[config.mk]
export PLATFORM = sky130hd
export DESIGN_NAME = width_12to8_flat
export DESIGN_NICKNAME = d
export VERILOG_FILES = /design/src/rtl/width_12to8_if.sv /design/src/rtl/width_12to8.sv /design/src/flat_wrapper.sv
export SDC_FILE = /design/constraint.sdc
export NUM_CORES = 1
export LEC_CHECK = 0
export CAP_MARGIN = 20
export CORE_MARGIN = 10
export CORE_UTILIZATION = 55
export CTS_CLUSTER_DIAMETER = 30
export DETAILED_ROUTE_END_ITERATION = 8
export HOLD_SLACK_MARGIN = 0.08
export PLACE_DENSITY = 0.85
export REMOVE_ABC_BUFFERS = 1
export SKIP_LAST_GASP = 1
export SLEW_MARGIN = 20
export SYNTH_ARGS = -nofsm -noshare
export SYNTH_HDL_FRONTEND = slang
export SYNTH_SLANG_ARGS = --single-unit
export TNS_END_PERCENT = 30
[constraint.sdc]
create_clock -name clk -period 3.29 [get_ports clk]
set_clock_uncertainty 0.15 [all_clocks]
set_input_delay 0.658 -clock clk [delete_from_list [all_inputs] [get_ports clk]]
set_output_delay 0.658 -clock clk [all_outputs]
set_load 0.1 [all_outputs]
[src/rtl/width_12to8_if.sv]
// rtl/width_12to8_if.sv - handshake bundle between the 12-bit word source and the 8-bit byte sink
interface width_12to8_if;
  logic        valid_in;
  logic        ready_in;
  logic [11:0] data_in;
  logic        last_in;
  logic        valid_out;
  logic        ready_out;
  logic [7:0]  data_out;
  logic        last_out;

  modport master (
    output valid_in, data_in, last_in, ready_out,
    input  ready_in, valid_out, data_out, last_out
  );

  modport slave (
    input  valid_in, data_in, last_in, ready_out,
    output ready_in, valid_out, data_out, last_out
  );
endinterface

[src/rtl/width_12to8.sv]
// rtl/width_12to8.sv - unpacks 12-bit words into an MSB-first byte stream
// Nibble-granular 24-bit residue buffer; odd-length packets are zero-padded.
module width_12to8 (
  input  logic          clk,
  input  logic          rst_n,
  width_12to8_if.slave  bus
);

  logic [23:0] buf_q, buf_d;
  logic [2:0]  cnt_q, cnt_d;
  logic        last_pend_q, last_pend_d;

  logic        valid_o_int;
  logic        ready_i_int;
  logic        last_o_int;
  logic        in_fire;
  logic        out_fire;

  function automatic logic [4:0] nib_sh(input logic [2:0] n);
    return {n, 2'b00};
  endfunction

  // Handshake outputs depend on state only, never on the same-cycle inputs.
  assign valid_o_int = (cnt_q >= 3'd2);
  assign last_o_int  = last_pend_q && (cnt_q == 3'd2);
  assign ready_i_int = (cnt_q <= 3'd3) && !last_pend_q;

  assign bus.valid_out = valid_o_int;
  assign bus.data_out  = buf_q[23:16];
  assign bus.last_out  = last_o_int;
  assign bus.ready_in  = ready_i_int;

  assign in_fire  = bus.valid_in && ready_i_int;
  assign out_fire = valid_o_int && bus.ready_out;

  always_comb begin
    logic [2:0] c;
    buf_d       = buf_q;
    last_pend_d = last_pend_q;
    c           = cnt_q;

    if (out_fire) begin
      buf_d = {buf_q[15:0], 8'h00};
      c     = cnt_q - 3'd2;
      if (last_o_int) begin
        last_pend_d = 1'b0;
      end
    end

    // Shift happens first, so a word accepted alongside a byte lands behind the survivors.
    if (in_fire) begin
      buf_d = buf_d | ({bus.data_in, 12'h000} >> nib_sh(c));
      c     = c + 3'd3;
      if (bus.last_in) begin
        last_pend_d = 1'b1;
        if (c[0]) begin
          buf_d = buf_d & ~(24'hF0_0000 >> nib_sh(c));
          c     = c + 3'd1;
        end
      end
    end

    buf_d = buf_d & ~(24'hFF_FFFF >> nib_sh(c));
    cnt_d = c;
  end

  always_ff @(posedge clk or negedge rst_n) begin
    if (!rst_n) begin
      buf_q       <= 24'h00_0000;
      cnt_q       <= 3'd0;
      last_pend_q <= 1'b0;
    end else begin
      buf_q       <= buf_d;
      cnt_q       <= cnt_d;
      last_pend_q <= last_pend_d;
    end
  end

endmodule
[src/flat_wrapper.sv]
// flat-port wrapper written by rule: the top's interface ports become plain ports
module width_12to8_flat 
  (clk, rst_n, bus_valid_in, bus_data_in, bus_last_in, bus_ready_out, bus_ready_in, bus_valid_out, bus_data_out, bus_last_out);
  width_12to8_if bus_i ();
  input  logic clk;
  input  logic rst_n;
  input wire logic [$bits(bus_i.valid_in)-1:0] bus_valid_in;
  input wire logic [$bits(bus_i.data_in)-1:0] bus_data_in;
  input wire logic [$bits(bus_i.last_in)-1:0] bus_last_in;
  input wire logic [$bits(bus_i.ready_out)-1:0] bus_ready_out;
  output wire logic [$bits(bus_i.ready_in)-1:0] bus_ready_in;
  output wire logic [$bits(bus_i.valid_out)-1:0] bus_valid_out;
  output wire logic [$bits(bus_i.data_out)-1:0] bus_data_out;
  output wire logic [$bits(bus_i.last_out)-1:0] bus_last_out;
  assign bus_i.valid_in = bus_valid_in;
  assign bus_i.data_in = bus_data_in;
  assign bus_i.last_in = bus_last_in;
  assign bus_i.ready_out = bus_ready_out;
  assign bus_ready_in = bus_i.ready_in;
  assign bus_valid_out = bus_i.valid_out;
  assign bus_data_out = bus_i.data_out;
  assign bus_last_out = bus_i.last_out;
  width_12to8 u_core (.clk(clk), .rst_n(rst_n), .bus(bus_i));
endmodule
Word-level counts from Yosys, hierarchy flattened --
Cells that the tools add are included.
Storage, ports and cells: flip-flop bits (word level) 28, latch bits 0, RAM bits 0, bits in read-only memories 0, bits of input ports 17, output and inout port bits 11, logic and storage cells 34, memories 0
Operators by class: add/sub/neg operators 3, $mul 0, div/mod/pow operators 0, $lt $le $gt $ge 2, equal/unequal tests 1, shift operators 3, multiplexer cells 12, bitwise logic cells 5, reduce and logical (&&, ||, !) cells 5
Operators by type and width (count):
- 24-bit 2-to-1 mux | 4
- 24-bit bitwise AND | 2
- 24-bit NOT | 2
- 24-bit by 5-bit right shift with 24-bit output (first input constant) | 2
- 24-bit bitwise OR | 1
- 24-bit by 5-bit right shift with 24-bit output | 1
- 3-bit 2-to-1 mux | 4
- 1-bit logical AND | 4
- 1-bit 2-to-1 mux | 4
- 3-bit by 1-bit adder with 3-bit output (second input constant) | 1
- 3-bit by 2-bit adder with 3-bit output (second input constant) | 1
- 3-bit by 2-bit equality test with 1-bit output (second input constant) | 1
- 3-bit by 2-bit greater-or-equal comparator with 1-bit output (second input constant) | 1
- 3-bit by 2-bit <= comparator with 1-bit output (second input constant) | 1
- 3-bit by 2-bit subtractor with 3-bit output (second input constant) | 1
- 1-bit logical NOT | 1

Depth between registers and ports, before layout --
Gate-level depths: netlist of run 1.
depth after elaboration 11, gate-level depth with buffers 13, mapped depth without buffers 10

Least setup slack after synthesis of run 1 --
OpenSTA, ideal clock, no wires.
path type reg2out, start reg u_core.cnt_q[2], end out bus_ready_in, arrival time 3.142 ns, required time 2.482 ns, slack -0.660 ns, cell stages (with the launch flop) 6, path buffers 1, path through dfrtp_1 buf_2 inv_1 ha_1 nand3b_1 nor3b_1
On the way: word-level cells in the longest chain between the ends 2
Ends and longest elaborated chain:
- from (decl) | line width_12to8.sv:10 | logic [2:0] cnt_q, cnt_d;
- from (signal assigned) | line width_12to8.sv:74 | cnt_q <= cnt_d;
- 3-bit by 2-bit <= comparator with 1-bit output | line width_12to8.sv:26 | assign ready_i_int = (cnt_q <= 3'd3) && !last_pend_q;
- 1-bit logical AND | line width_12to8.sv:26
- to (decl) | line flat_wrapper.sv:11 | output wire logic [$bits(bus_i.ready_in)-1:0] bus_ready_in;
No other way between the ends.

Worst setup path in the final report of run 1 --
start in bus_ready_out, end reg u_core.buf_q[13]
On the way: word-level cells in the longest chain between the ends 10, elaborated cells on any way between the ends 19
Ends and longest elaborated chain:
- from (decl) | line flat_wrapper.sv:10 | input wire logic [$bits(bus_i.ready_out)-1:0] bus_ready_out;
- 1-bit logical AND * | line width_12to8.sv:34 | assign out_fire = valid_o_int && bus.ready_out;
- 3-bit 2-to-1 mux | line width_12to8.sv:42 | if (out_fire) begin
- 3-bit by 2-bit adder with 3-bit output | line width_12to8.sv:53 | c = c + 3'd3;
- 3-bit by 1-bit adder with 3-bit output or 24-bit by 5-bit right shift with 24-bit output (tied branches) | line width_12to8.sv:58, width_12to8.sv:57
- 3-bit 2-to-1 mux or 24-bit NOT (tied branches) | line width_12to8.sv:56, width_12to8.sv:57
- 3-bit 2-to-1 mux or 24-bit bitwise AND (tied branches) | line width_12to8.sv:54, width_12to8.sv:57
- 3-bit 2-to-1 mux or 24-bit 2-to-1 mux (tied branches) | line width_12to8.sv:51, width_12to8.sv:56
- 24-bit by 5-bit right shift with 24-bit output or 24-bit 2-to-1 mux (tied branches) | line width_12to8.sv:63, width_12to8.sv:54
- 24-bit NOT or 24-bit 2-to-1 mux (tied branches) | line width_12to8.sv:63, width_12to8.sv:51
- 24-bit bitwise AND * | line width_12to8.sv:63 | buf_d = buf_d & ~(24'hFF_FFFF >> nib_sh(c));
- named net u_core.buf_d[13] | line width_12to8.sv:9 | logic [23:0] buf_q, buf_d;
- to (signal assigned) | line width_12to8.sv:73 | buf_q <= buf_d;
- to (decl) | line width_12to8.sv:9
Mark *: on every way through the listed nets, which the timed path passes. The rest lies on a longest branch.

==> results.yml, run 1 <==
logic_synthesis:
  netlist.area_leader.share_pct: 33.27
  synth_warnings: 0
  ys_ff_latch: 28
  netlist_instances: 223
  syn_area_um2: 2106
  synth_top_area_cell: "dfrtp_1"
  ys_seq_area_share_pct: 33.27
  avgSynthCellArea_um2: 9.443
  synthTopCellsByArea: "dfrtp_1, mux2_2, a221oi_1"
  ys_types: 41
clock_tree:
  cts_setup_buffers: 0
  insertion_delay_ps: 280
  clock-root-buffer: "clkbuf_8"
  cts-resized-gates: 0
  numCtsBuffers: 3
  h-tree-depth: 1
  clk_pin_slew_ps: 100
  cts_sinks: 28
  hold_buffers: 0
  cts_buffer_depth: 2
  cts_tree: "done"
global_route:
  grt_max_degree: 29
  antenna_found_initial: 0
  grt_pass1_vias: 1841
  overflow: 0
  grtUsageTotal_pct: 16.93
  grt_pass1_wl_mm: 9.114
placed_design:
  io_buffers: 27
  dpl_worst_slack_ps: 168.7
  hpwl_mm: 3.890
  gp_congestion: 0.8806
critical_path:
  worstPathArrival_ps: 2920
  critPathCaptureType: "register"
  worstSetupStartpointType: "input port"
  critPathKind: "input port to register"
  crit_chain: "clkdlybuf4s50_1, nand2b_1, a21boi_1, a21oi_1, inv_1, ha_1, o21ai_0, o21ai_2, buf_12, a221oi_1"
  required_ps: 3310
  crit_path_max_incr_delay_ps: 580
  cp_max_fo: 21
  cpMaxStageDelayCell: "clkdlybuf4s50_1"
floorplan:
  initial_core_util_pct: 57.09
  io_pins: 28
  dieArea_um2: 6704
  fp-row-count: 22
  core-area_um2: 3689
  die_h_um: 81.88
  die_w_um: 81.88
routing:
  wl_met1_mm: 2.436
  wl_met2_mm: 2.664
  wl_met3_um: 376
  vias: 1856
  first_pass_iters: 5
  highest_layer: "met4"
  route.detailed.drc: 0
  finalWirelength_mm: 5.505
  wl_per_cell_um: 18.79
  ant_nets: 0
  drt_iter0_markers: 239
  viasPerCell: 6.334
min_path:
  hp-class: "register to register"
layout:
  syn2layout_area_growth_pct: 15.75
  layout_commonest_cell: "nand2_1"
  utilization_pct: 66.08
  nets: 268
  antenna_cells: 0
  drive_gt1_share_pct: 22.86
  layout_common_cells: "nand2_1, dfrtp_1, buf_4"
power:
  intPower_mw: 1.279
  seq_power_share_pct: 18.7
  p_comb_share_pct: 71.4
  power_density_nw_per_um2: 1125
  clkPwrFrac_pct: 9.9
  swShare_pct: 53.36
  p_leak_nw: 1.038
  ir_drop_mv: 0.7157
  p_sw_mw: 1.463
status:
  status: "complete, no violations"
timing:
  max_freq_mhz: 344.8
  layout_setup_ws_ps: 390.1
  period_minus_slack_ps: 2900
  report.final.setup_viol: 0
  max_slew_margin_pct: 35.09
  post-route-period-util_pct: 88.14
  finalHoldViolCount: 0
  rsz0062_at_grt: "no"
  holdWs_ps: 395.7
  final_max_slew_viol_count: 0
  worst_pin_slew_ps: 973.5
job:
  maxCapViolCount: 0
## synthesized netlist by cell type, drive strengths merged
library cell	count
nand2	29
dfrtp	28
buf	18
mux2	16
a221oi	14
nor3	13
and2	12
inv	9
o21ai	9
a222oi	8
nand2b	8
a21oi	7
nor2b	6
a31oi	5
ha	5
mux2i	5
a32oi	4
clkbuf	4
nand3	4
nor3b	4
nor2	2
or3	2
a2111oi	1
a211o	1
a211oi	1
a21boi	1
a41o	1
and3b	1
nand3b	1
o211a	1
o211ai	1
o31ai	1
xnor2	1
## final timing paths
| path | startpoint | end | slack (ps) | cells past startpoint |
|---|---|---|---|---|
| max in group asynchronous | rst_n | u_core.buf_q[5] | 2120 | 2 |
| hold reg to reg | u_core.buf_q[2] | u_core.buf_q[10] | 400 | 2 |
| min in group asynchronous | rst_n | u_core.buf_q[3] | 590 | 2 |
| setup reg to reg | u_core.cnt_q[1] | u_core.buf_q[13] | 440 | 11 |
| setup / recovery | bus_ready_out | u_core.buf_q[13] | 390 | 10 |
| hold / removal | u_core.buf_q[2] | u_core.buf_q[10] | 400 | 2 |
## logic make-up (layout without fill, tap and decap cells)
family	count (synthesis)	in the layout	synth area share [%]
flops	28	28	33.27
mux	21	21	11.11
xor+xnor	1	1	0.4160
buf+inv	31	53	8.852
fa+ha+maj	5	5	2.971
compound gates	55	55	20.97
simple gates	82	82	22.40
## critical path: cells and delay by family
| family | cells | cell delay, ps |
|---|---|---|
| and+or+nand+nor | 1 | 150 |
| AOI/OAI and AO/OA | 5 | 970 |
| buffers and inverters | 3 | 810 |
| adders and majority gates | 1 | 310 |
## per-layer routing
layer	global-route usage, %	vias up
met3	4.367	4
met4	4.422	0
met2	27.35	72
met1	21.94	913
met5	0	-
li1	-	867
## per-stage QoR
| stage | TNS (ps) | power, mW | cells | area, µm² |
|---|---|---|---|---|
| finish | 0 | 2.743 | 293 | 2437 |
| global route | 0 | 2.907 | 293 | 2437 |
| CTS | 0 | 2.730 | 293 | 2437 |
| detailed placement | 0 | 2.445 | 289 | 2366 |
| global placement | 0 | 2.409 | 289 | 2366 |
| floorplan | -11990 | 1.874 | 201 | 1953 |
## sequential cells by signal, summed over array words and instances (netlist names)
| name | flops |
|---|---|
| u_core.buf_q | 24 |
| u_core.last_pend_q | 1 |
| u_core.cnt_q | 3 |
## power by group through the flow
stage                     logic [mW]  clock network, mW  registers (mW)
after floorplan                 1.04                  0           0.839
after global placement          1.90                  0           0.514
after detailed placement        1.93                  0           0.517
after CTS                       1.94              0.276           0.511
after global routing            2.09              0.289           0.527
final                           1.96              0.272           0.512
## layout make-up
class	instances	area (µm²)
fillers	309	1251
multi-input cells	164	1219
flip-flops and latches	28	700.7
repair buffers	40	352.8
well taps	48	60.06
clock buffers	3	41.29
inverters	9	33.78
clock inverters	1	30.03
No activity file was read; power rests on OpenSTA's default activity.
==> inputs of run 2 (changes only) <==
--- a/config.mk
+++ b/config.mk
@@ -13,8 +13,8 @@
 export HOLD_SLACK_MARGIN = 0.08
 export PLACE_DENSITY = 0.85
 export REMOVE_ABC_BUFFERS = 1
+export SETUP_SLACK_MARGIN = 0.3
 export SKIP_LAST_GASP = 1
-export SLEW_MARGIN = 20
 export SYNTH_ARGS = -nofsm -noshare
 export SYNTH_HDL_FRONTEND = slang
 export SYNTH_SLANG_ARGS = --single-unit
==> run 2 against run 1 <==
Sequential share of layout area about the same. Setup slack improved by 59 ps. Flip-flop and latch count unchanged. Register-to-register slack better by 160 ps. Critical path depth fell by 1. Global-route usage is the same. Non-clock buffer count did not move. Maximum frequency rose by 2.1%. Utilization increased by 0.068 points. Final cell count unchanged. Largest power group unchanged.
==> results.yml, run 2 (synthesized netlist as in run 1, its figures left out) <==
status:
  status: "complete, no violations"
routing:
  route.detailed.drc: 0
  finalWirelength_mm: 5.508
  ant_nets: 0
  drt_iter0_markers: 238
  vias: 1843
  viasPerCell: 6.290
  wl_per_cell_um: 18.80
  first_pass_iters: 5
clock_tree:
  cts_sinks: 28
  hold_buffers: 0
  h-tree-depth: 1
  cts-resized-gates: 0
  cts_setup_buffers: 0
  clock-root-buffer: "clkbuf_8"
  numCtsBuffers: 3
  cts_buffer_depth: 2
  cts_tree: "done"
  insertion_delay_ps: 280
  clk_pin_slew_ps: 100
layout:
  largest-register: "u_core.buf_q"
  layout_common_cells: "nand2_1, dfrtp_1, buf_4"
  instances_no_fill: 293
  utilization_pct: 66.15
  nets: 268
  largestRegisters: "u_core.buf_q: 24 flops, u_core.cnt_q: 3 flops, u_core.last_pend_q: 1 flops"
  largest_reg_flops: 24
  layout_commonest_cell: "nand2_1"
  antenna_cells: 0
  syn2layout_area_growth_pct: 15.86
  drive_gt1_share_pct: 23.27
global_route:
  grt_pass1_vias: 1841
  antenna_found_initial: 0
  grtUsageTotal_pct: 16.93
  overflow: 0
  grt_pass1_wl_mm: 9.114
  grt_max_degree: 29
critical_path:
  critPathCaptureType: "register"
  worstPathArrival_ps: 2880
  critPathKind: "input port to register"
  r2r_cells: 11
  worstSetupStartpointType: "input port"
  cp_max_fo: 6
  required_ps: 3330
floorplan:
  io_pins: 28
  core-area_um2: 3689
  fp-row-count: 22
  dieArea_um2: 6704
  die_w_um: 81.88
  initial_core_util_pct: 57.09
  die_h_um: 81.88
power:
  power_density_nw_per_um2: 1125
  ir_drop_mv: 0.7162
  power.total_mw: 2.746
  p_leak_nw: 1.037
timing:
  rsz0062_at_grt: "no"
  holdWs_ps: 404.4
  layout_setup_ws_ps: 448.7
  worst_pin_slew_ps: 960.9
  post-route-period-util_pct: 86.36
  final_max_slew_viol_count: 0
  finalHoldViolCount: 0
  report.final.setup_viol: 0
  max_freq_mhz: 352.0
  max_slew_margin_pct: 35.93
  period_minus_slack_ps: 2841
placed_design:
  gp_congestion: 0.8806
  dp_cells: 289
  hpwl_mm: 3.890
  dpl_worst_slack_ps: 168.7
  io_buffers: 27
min_path:
  hp-class: "register to register"
  hold_depth: 2
job:
  maxCapViolCount: 0
==> run 2: cell counts in the layout (fill, tap and decap cells not counted) <==
Identical to the previous run, type by type.
==> run 2: critical path, cell delays in order <==
cell             delay, ps
clkdlybuf4s50_1        500
nor3b_2                220
nor3_4                 240
inv_2                  110
ha_1                   340
xnor2_1                170
mux2i_1                110
a41o_1                 290
nor3_1                 230
==> run 2: metal layers <==
| metal | vias up | routed length (µm) | track usage [%] |
|---|---|---|---|
| met5 | - | 0 | 0 |
| met4 | 0 | 50 | 4.422 |
| met3 | 6 | 375 | 4.367 |
| met2 | 65 | 2633 | 27.35 |
| met1 | 903 | 2450 | 21.94 |
| li1 | 869 | - | - |
==> run 2: final cells by class <==
type	count	area [µm²]
multi-input cells	164	1221
clock inverters	1	30.03
fillers	311	1249
repair buffers	40	352.8
clock buffers	3	41.29
flip-flops and latches	28	700.7
inverters	9	33.78
well taps	48	60.06
==> run 2: final timing paths <==
check / start / end / slack [ps]
max: bus_ready_out / u_core.buf_q[2] / 450
min: u_core.buf_q[9] / u_core.buf_q[9] / 400
max reg2reg: u_core.cnt_q[1] / u_core.buf_q[13] / 600
min reg2reg: u_core.buf_q[9] / u_core.buf_q[9] / 400
max in group asynchronous: rst_n / u_core.buf_q[5] / 2120
min in group asynchronous: rst_n / u_core.buf_q[3] / 590
==> run 2: power breakdown <==
part           switching, mW  internal [mW]  total, mW
logic                   1.29          0.676       1.96
registers             0.0655          0.446      0.511
clock network          0.108          0.163      0.272
==> run 2: stage by stage <==
stage                     instance area, µm²  TNS [ps]
after floorplan                         1953    -11990
after global placement                  2366         0
after detailed placement                2366         0
after CTS                               2437         0
after global routing                    2440         0
final                                   2440         0
==> inputs of run 3 (changes only) <==
--- a/config.mk
+++ b/config.mk
@@ -5,6 +5,7 @@
 export SDC_FILE = /design/constraint.sdc
 export NUM_CORES = 1
 export LEC_CHECK = 0
+export ABC_CLOCK_PERIOD_IN_PS = 3290
 export CAP_MARGIN = 20
 export CORE_MARGIN = 10
 export CORE_UTILIZATION = 55
@@ -13,7 +14,6 @@
 export HOLD_SLACK_MARGIN = 0.08
 export PLACE_DENSITY = 0.85
 export REMOVE_ABC_BUFFERS = 1
-export SETUP_SLACK_MARGIN = 0.3
 export SKIP_LAST_GASP = 1
 export SYNTH_ARGS = -nofsm -noshare
 export SYNTH_HDL_FRONTEND = slang
==> results of run 3 <==
Final layout, timing and power as in run 1 (identical DEF).
